[src/rtl/uart_tx_arbiter.sv]
// -----------------------------------------------------------------------------
// uart_tx_arbiter
//
// Purpose: two requesters (A and B) each offer a W-bit word. A round-robin
// arbiter picks one and the word goes to a byte-wide UART transmitter,
// least-significant byte first, one transmitter frame per byte.
//
// Parameters:
//   DATA_BITS      UART character width (default 8)
//   WORD_BYTES     bytes per requester word, W = DATA_BITS*WORD_BYTES (default 4)
//   TIMEOUT_CYCLES watchdog limit in WAIT (used only with UART_ARB_TIMEOUT_EN)
//
// Optional feature macro: UART_ARB_TIMEOUT_EN
//   When defined, a watchdog in WAIT aborts the word after TIMEOUT_CYCLES
//   cycles without i_tx_done_tick. When undefined, WAIT waits forever and
//   o_timeout is tied to 0.
//
// Ports:
//   i_clock          system clock, rising edge
//   i_reset          asynchronous reset, active low
//   i_req_x          requester x word-send request (level), x = a/b
//   i_word_x         requester x word, sampled at grant
//   o_grant_x        1-cycle pulse: requester x's word captured
//   o_done_x         1-cycle pulse: requester x's last byte transmitted
//   o_tx_data        byte to the transmitter, stable through START and WAIT
//   o_tx_start       1-cycle transmit-start pulse
//   i_tx_done_tick   transmitter frame-complete pulse (honoured only in WAIT)
//   o_busy           high in every state except IDLE
//   o_timeout        1-cycle watchdog-abort pulse
//
// All outputs are registered: each is computed from the next state and
// loaded at the same edge as the state register.
// -----------------------------------------------------------------------------
module uart_tx_arbiter #(
    parameter int DATA_BITS      = 8,
    parameter int WORD_BYTES     = 4,
    parameter int TIMEOUT_CYCLES = 200000
) (
    input  logic                            i_clock,
    input  logic                            i_reset,
    input  logic                            i_req_a,
    input  logic [DATA_BITS*WORD_BYTES-1:0] i_word_a,
    output logic                            o_grant_a,
    output logic                            o_done_a,
    input  logic                            i_req_b,
    input  logic [DATA_BITS*WORD_BYTES-1:0] i_word_b,
    output logic                            o_grant_b,
    output logic                            o_done_b,
    output logic [DATA_BITS-1:0]            o_tx_data,
    output logic                            o_tx_start,
    input  logic                            i_tx_done_tick,
    output logic                            o_busy,
    output logic                            o_timeout
);

    localparam int W     = DATA_BITS * WORD_BYTES;
    localparam int CNT_W = (WORD_BYTES > 1) ? $clog2(WORD_BYTES) : 1;
    localparam logic [CNT_W-1:0] LAST_BYTE = CNT_W'(WORD_BYTES - 1);

    typedef enum logic [1:0] {
        IDLE  = 2'd0,
        START = 2'd1,
        WAIT  = 2'd2,
        DONE  = 2'd3
    } state_e;

    state_e               state_q, state_d;
    logic [W-1:0]         shift_q, shift_d;
    logic [CNT_W-1:0]     byte_cnt_q, byte_cnt_d;
    logic                 owner_q, owner_d;    // 0 = A, 1 = B
    logic                 last_b_q, last_b_d;  // 1 = B was granted last

    logic                 grant_a_q, grant_a_d;
    logic                 grant_b_q, grant_b_d;
    logic                 done_a_q, done_a_d;
    logic                 done_b_q, done_b_d;
    logic                 tx_start_q, tx_start_d;
    logic [DATA_BITS-1:0] tx_data_q, tx_data_d;
    logic                 busy_q, busy_d;

`ifdef UART_ARB_TIMEOUT_EN
    localparam int TO_W = (TIMEOUT_CYCLES > 1) ? $clog2(TIMEOUT_CYCLES + 1) : 1;
    localparam logic [TO_W-1:0] TO_LAST = TO_W'(TIMEOUT_CYCLES - 1);

    logic [TO_W-1:0] to_cnt_q, to_cnt_d;
    logic            timeout_q, timeout_d;
`endif

    // -------------------------------------------------------------------------
    // Next-state and registered-output logic
    // -------------------------------------------------------------------------
    always_comb begin
        // NOTE: every signal written here gets a default first; a path that
        // leaves one unassigned would infer a latch.
        state_d    = state_q;
        shift_d    = shift_q;
        byte_cnt_d = byte_cnt_q;
        owner_d    = owner_q;
        last_b_d   = last_b_q;
        grant_a_d  = 1'b0;
        grant_b_d  = 1'b0;
        done_a_d   = 1'b0;
        done_b_d   = 1'b0;
`ifdef UART_ARB_TIMEOUT_EN
        to_cnt_d   = to_cnt_q;
        timeout_d  = 1'b0;
`endif

        case (state_q)
            IDLE: begin
                if (i_req_a || i_req_b) begin
                    // A lone request wins outright; with both high, the side
                    // not granted last wins.
                    owner_d    = i_req_b && (!i_req_a || !last_b_q);
                    shift_d    = owner_d ? i_word_b : i_word_a;
                    byte_cnt_d = '0;
                    grant_a_d  = !owner_d;
                    grant_b_d  = owner_d;
                    state_d    = START;
                end
            end

            START: begin
`ifdef UART_ARB_TIMEOUT_EN
                to_cnt_d = '0;
`endif
                state_d = WAIT;
            end

            WAIT: begin
                if (i_tx_done_tick) begin
                    if (byte_cnt_q < LAST_BYTE) begin
                        shift_d    = shift_q >> DATA_BITS;
                        byte_cnt_d = byte_cnt_q + 1'b1;
                        state_d    = START;
                    end else begin
                        state_d = DONE;
                    end
                end
`ifdef UART_ARB_TIMEOUT_EN
                // A frame completion on the final count still wins over the
                // watchdog because it is tested first.
                else if (to_cnt_q == TO_LAST) begin
                    timeout_d = 1'b1;
                    last_b_d  = owner_q;
                    state_d   = IDLE;
                end else begin
                    to_cnt_d = to_cnt_q + 1'b1;
                end
`endif
            end

            DONE: begin
                done_a_d = !owner_q;
                done_b_d = owner_q;
                last_b_d = owner_q;
                state_d  = IDLE;
            end

            default: state_d = IDLE;
        endcase

        tx_start_d = (state_d == START);
        tx_data_d  = shift_d[DATA_BITS-1:0];
        busy_d     = (state_d != IDLE);
    end

    // -------------------------------------------------------------------------
    // State and output registers
    // -------------------------------------------------------------------------
    always_ff @(posedge i_clock or negedge i_reset) begin
        if (!i_reset) begin
            // NOTE: the shift register is a plain register, not a memory, so it
            // is reset along with the rest of the state.
            state_q    <= IDLE;
            shift_q    <= '0;
            byte_cnt_q <= '0;
            owner_q    <= 1'b0;
            last_b_q   <= 1'b1;  // A wins the first contested arbitration
            grant_a_q  <= 1'b0;
            grant_b_q  <= 1'b0;
            done_a_q   <= 1'b0;
            done_b_q   <= 1'b0;
            tx_start_q <= 1'b0;
            tx_data_q  <= '0;
            busy_q     <= 1'b0;
        end else begin
            // NOTE: non-blocking assignments so every register samples the
            // pre-edge values, independent of statement order.
            state_q    <= state_d;
            shift_q    <= shift_d;
            byte_cnt_q <= byte_cnt_d;
            owner_q    <= owner_d;
            last_b_q   <= last_b_d;
            grant_a_q  <= grant_a_d;
            grant_b_q  <= grant_b_d;
            done_a_q   <= done_a_d;
            done_b_q   <= done_b_d;
            tx_start_q <= tx_start_d;
            tx_data_q  <= tx_data_d;
            busy_q     <= busy_d;
        end
    end

`ifdef UART_ARB_TIMEOUT_EN
    always_ff @(posedge i_clock or negedge i_reset) begin
        if (!i_reset) begin
            to_cnt_q  <= '0;
            timeout_q <= 1'b0;
        end else begin
            to_cnt_q  <= to_cnt_d;
            timeout_q <= timeout_d;
        end
    end

    assign o_timeout = timeout_q;
`else
    // No watchdog is built; the limit parameter is intentionally unused.
    logic unused_timeout_cycles;
    assign unused_timeout_cycles = (TIMEOUT_CYCLES != 0);
    assign o_timeout = 1'b0;
`endif

    assign o_grant_a  = grant_a_q;
    assign o_grant_b  = grant_b_q;
    assign o_done_a   = done_a_q;
    assign o_done_b   = done_b_q;
    assign o_tx_start = tx_start_q;
    assign o_tx_data  = tx_data_q;
    assign o_busy     = busy_q;

endmodule

[config.mk]
export PLATFORM = sky130hd
export DESIGN_NAME = uart_tx_arbiter
export DESIGN_NICKNAME = d
export VERILOG_FILES = /design/src/rtl/uart_tx_arbiter.sv
export SDC_FILE = /design/constraint.sdc
export NUM_CORES = 1
export LEC_CHECK = 0
export BUFFER_PORTS_ARGS = -buffer_cell sky130_fd_sc_hd__buf_4
export CELL_PAD_IN_SITES_DETAIL_PLACEMENT = 1
export CELL_PAD_IN_SITES_GLOBAL_PLACEMENT = 2
export CORE_MARGIN = 2
export CORE_UTILIZATION = 32
export DETAILED_ROUTE_END_ITERATION = 12
export PLACE_DENSITY = 0.84
export SYNTH_ARGS = -nofsm -noshare
export SYNTH_HDL_FRONTEND = slang
export SYNTH_SLANG_ARGS = --single-unit
[constraint.sdc]
create_clock -name i_clock -period 2 [get_ports i_clock]
set_clock_uncertainty 0.15 [all_clocks]
set_input_delay 0.2 -clock i_clock [delete_from_list [all_inputs] [get_ports i_clock]]
set_output_delay 0.2 -clock i_clock [all_outputs]
set_load 0.02 [all_outputs]
==> flow_metrics.env <==
export IMPL_drv_slew=0
export IMPL_clockPowerShare_pct=14.7
export IMPL_period_share_pct=94.9
export IMPL_max_stage_delay_ns=0.54
export IMPL_cp_end_kind="flip-flop"
export IMPL_cts_root_buf="clkbuf_8"
export IMPL_p_leak_nw=1.58
export IMPL_dpl_cell_area_um2=3390
export IMPL_relSlewSlack_pct=60.9
export IMPL_async_flop_share_pct=100
export IMPL_netlist_top_cells_area="dfrtp_1, o32ai_2, nor3_1"
export IMPL_p_sw_share_pct=42.1
export IMPL_syn_area_per_cell_um2=10.2
export IMPL_synthCells=276
export IMPL_critPathTopFamily="buffers and inverters"
export IMPL_grt_pass1_wl_mm=13.4
export IMPL_die_y_um=97.9
export IMPL_drive_gt1_share_pct=36.9
export IMPL_cp_slowest_cell="dfrtp_1"
export IMPL_track_usage_pct=17.2
export IMPL_clock_sinks=44
export IMPL_antenna_cells=0
export IMPL_hold_viol=0
export IMPL_p_int_mw=2.97
export IMPL_syn_nets=346
export IMPL_synth_area_um2=2820
export IMPL_wire_per_inst_um=17.8
export IMPL_combPwrFrac_pct=53.2
export IMPL_synth_top_area_cell="dfrtp_1"
export IMPL_cts_clk_slew_worst_paths_ns=0.09
export IMPL_clock_fmax_mhz=527
export IMPL_crit_chain="buf_4 -> inv_2 -> o2111ai_1 -> o32ai_1"
export IMPL_cts_max_path_buffers=2
export IMPL_synth_warnings=0
export IMPL_core_um2=8640
export IMPL_cts_buffers=5
export IMPL_antenna_left=0
export IMPL_syn_to_final_growth_pct=25.6
export IMPL_top_layer_used="met4"
export IMPL_drt_met1_wl_mm=3.58
export IMPL_holdCritPathClass="input pin to flip-flop"
export IMPL_fin_setup_tns_ns=0
export IMPL_clk_latency_ns=0.30
export IMPL_start_kind="flip-flop"
export IMPL_synth_seq_area_share_pct=39.1
export IMPL_routed_wl_mm=7.96
export IMPL_synth_most_common_cell="nor3_1"
export IMPL_crit_type="flip-flop to flip-flop"
export IMPL_final_nets=408
export IMPL_tightest_slew_ns=0.586
export IMPL_hold_start="i_word_a[29]"
export IMPL_startpoint="state_q[1]$_DFF_PN0_"
export IMPL_grt_pass1_vias=2599
export IMPL_ys_flop_type="dfrtp_1"
export IMPL_firstDrtPassIters=4
export IMPL_seqPwrFrac_pct=32.1
export IMPL_fin_area_um2=3540
export IMPL_worstPathArrival_ns=1.95
export IMPL_tritoncts="built"
export IMPL_cp_buffers_inverters=2
export IMPL_place_gp_congestion=0.764
export IMPL_io_buffers=82
export IMPL_initial_core_util_pct=32.7
export IMPL_grt_max_degree=45
export IMPL_via_per_inst=5.43
export IMPL_die_area_um2=9580
export IMPL_period_minus_slack_ns=1.90
export IMPL_rsz0062_at_grt="no"
export IMPL_synthTopCellsByCount="nor3_1, dfrtp_1, inv_1"
export IMPL_io_pins=84
export IMPL_powerDensity_nw_per_um2=1450
export IMPL_crit_required_ns=2.05
export IMPL_ys_ff_latch=44
export IMPL_dr_wl_met2_mm=3.95
export IMPL_synth_cell_type_count=36
export IMPL_h_tree_depth=2
export IMPL_crit_fanout=25
export IMPL_detail_route_iter0_violations=121
export IMPL_p_switching_mw=2.16
export IMPL_grt_overflow_total=0
export IMPL_num_vias=2427
export IMPL_setup_violations=0
export IMPL_wl_met3_um=331
export IMPL_postCtsSetupBuffers=0
export IMPL_synth_top_area_share_pct=38.2
export IMPL_antenna_found_initial=0
export IMPL_rows=34
export IMPL_outcome="completed"
export IMPL_max_cap_viol_count=0
export IMPL_ir_worst_vdd_v=0.000498
export IMPL_drc_errors=0
export IMPL_place_hpwl_mm=5.56
export IMPL_die_x_um=97.9
export IMPL_r2r_start="state_q[1]$_DFF_PN0_"
export IMPL_synth_edf_count=0
==> per-stage QoR <==
stage	instances	power [mW]	utilization [%]	setup slack [ns]	hold slack [ns]
6_report	447	5.13	41.0	0.101	0.0479
5_1_grt	447	5.54	41.0	0.0277	0.0667
4_1_cts	447	5.18	41.0	0.00543	0.0473
3_5_place_dp	437	4.39	39.2	0.0180	0.0976
3_3_place_gp	437	4.28	39.2	0.103	0.0841
2_1_floorplan	276	3.80	-	0.418	-0.246
==> what timing repair did <==
item	in CTS	in global routing
hold buffers	2	0
endpoints found under the hold margin	44	0
cloned	0	0
resized for setup	1	1
endpoints found under the setup margin	10	26
==> sequential cells by signal (all words and copies together) (netlist names) <==
signal,count
o_done_a,1
state_q,2
o_grant_a,1
owner_q,1
o_tx_start,1
last_b_q,1
o_done_b,1
byte_cnt_q,2
o_busy,1
o_grant_b,1
shift_q,32
==> final timing paths <==
kind | cells after the start | slack (ns) | end
worst max-delay path | 4 | 0.10 | shift_q[10]$_DFFE_PN0P_
worst min-delay path | 3 | 0.05 | shift_q[29]$_DFFE_PN0P_
worst max register to register | 4 | 0.10 | shift_q[10]$_DFFE_PN0P_
worst min register to register | 1 | 0.31 | o_done_a$_DFF_PN0_
max in group asynchronous | 2 | 1.01 | shift_q[23]$_DFFE_PN0P_
min in group asynchronous | 2 | 0.29 | shift_q[20]$_DFFE_PN0P_
==> worst register-to-register path: stages (launching register included) <==
cell and delay [ns]:
dfrtp_1 0.54, buf_4 0.27, inv_2 0.34, o2111ai_1 0.24
o32ai_1 0.27
==> layout make-up <==
class / instances / area [um^2]
fill: 983 / 5090
multi-input combinational: 164 / 1340
sequential: 44 / 1100
timing repair buffer: 95 / 718
tap: 108 / 135
inverter: 28 / 118
clock buffer: 7 / 96.3
clock inverter: 1 / 30.0
==> kinds of logic (layout without fill, tap and decap cells) <==
kind of cell	count (synthesis)	in the layout	synth area share, %
and+or+nand+nor	90	90	19.3
buffers and inverters	68	131	13.7
AOI/OAI and AO/OA	63	63	24.1
DFF	44	44	39.1
muxes	9	9	3.19
adders and majority gates	1	1	0.444
other	1	1	0.133
==> power by group through the flow <==
stage          combinational, mW  sequential (mW)  clock, mW
3_3_place_gp                2.63             1.65          0
2_1_floorplan               2.25             1.56          0
6_report                    2.73             1.65      0.755
4_1_cts                     2.76             1.64      0.774
5_1_grt                     3.02             1.70      0.819
3_5_place_dp                2.73             1.65          0
==> metal layers <==
metal | global-route usage [%] | vias up
li1 | - | 1155
met1 | 22.7 | 1205
met2 | 28.9 | 59
met3 | 3.29 | 8
met4 | 4.49 | 0
met5 | 0 | -
==> cells in the final DEF (no fill, tap or decap), types with 2 or more instances in the layout <==
cell type / n
mux2i_1: 9
or3b_1: 24
inv_1: 25
or2_1: 2
nor3_1: 48
clkbuf_8: 7
nor2_1: 4
o2bb2ai_1: 8
o32ai_2: 18
buf_4: 93
o2111ai_1: 24
o32ai_1: 6
a21o_1: 2
dlygate4sd3_1: 2
dfrtp_1: 43
nand2_1: 5
No activity file was read; power rests on OpenSTA's default activity.
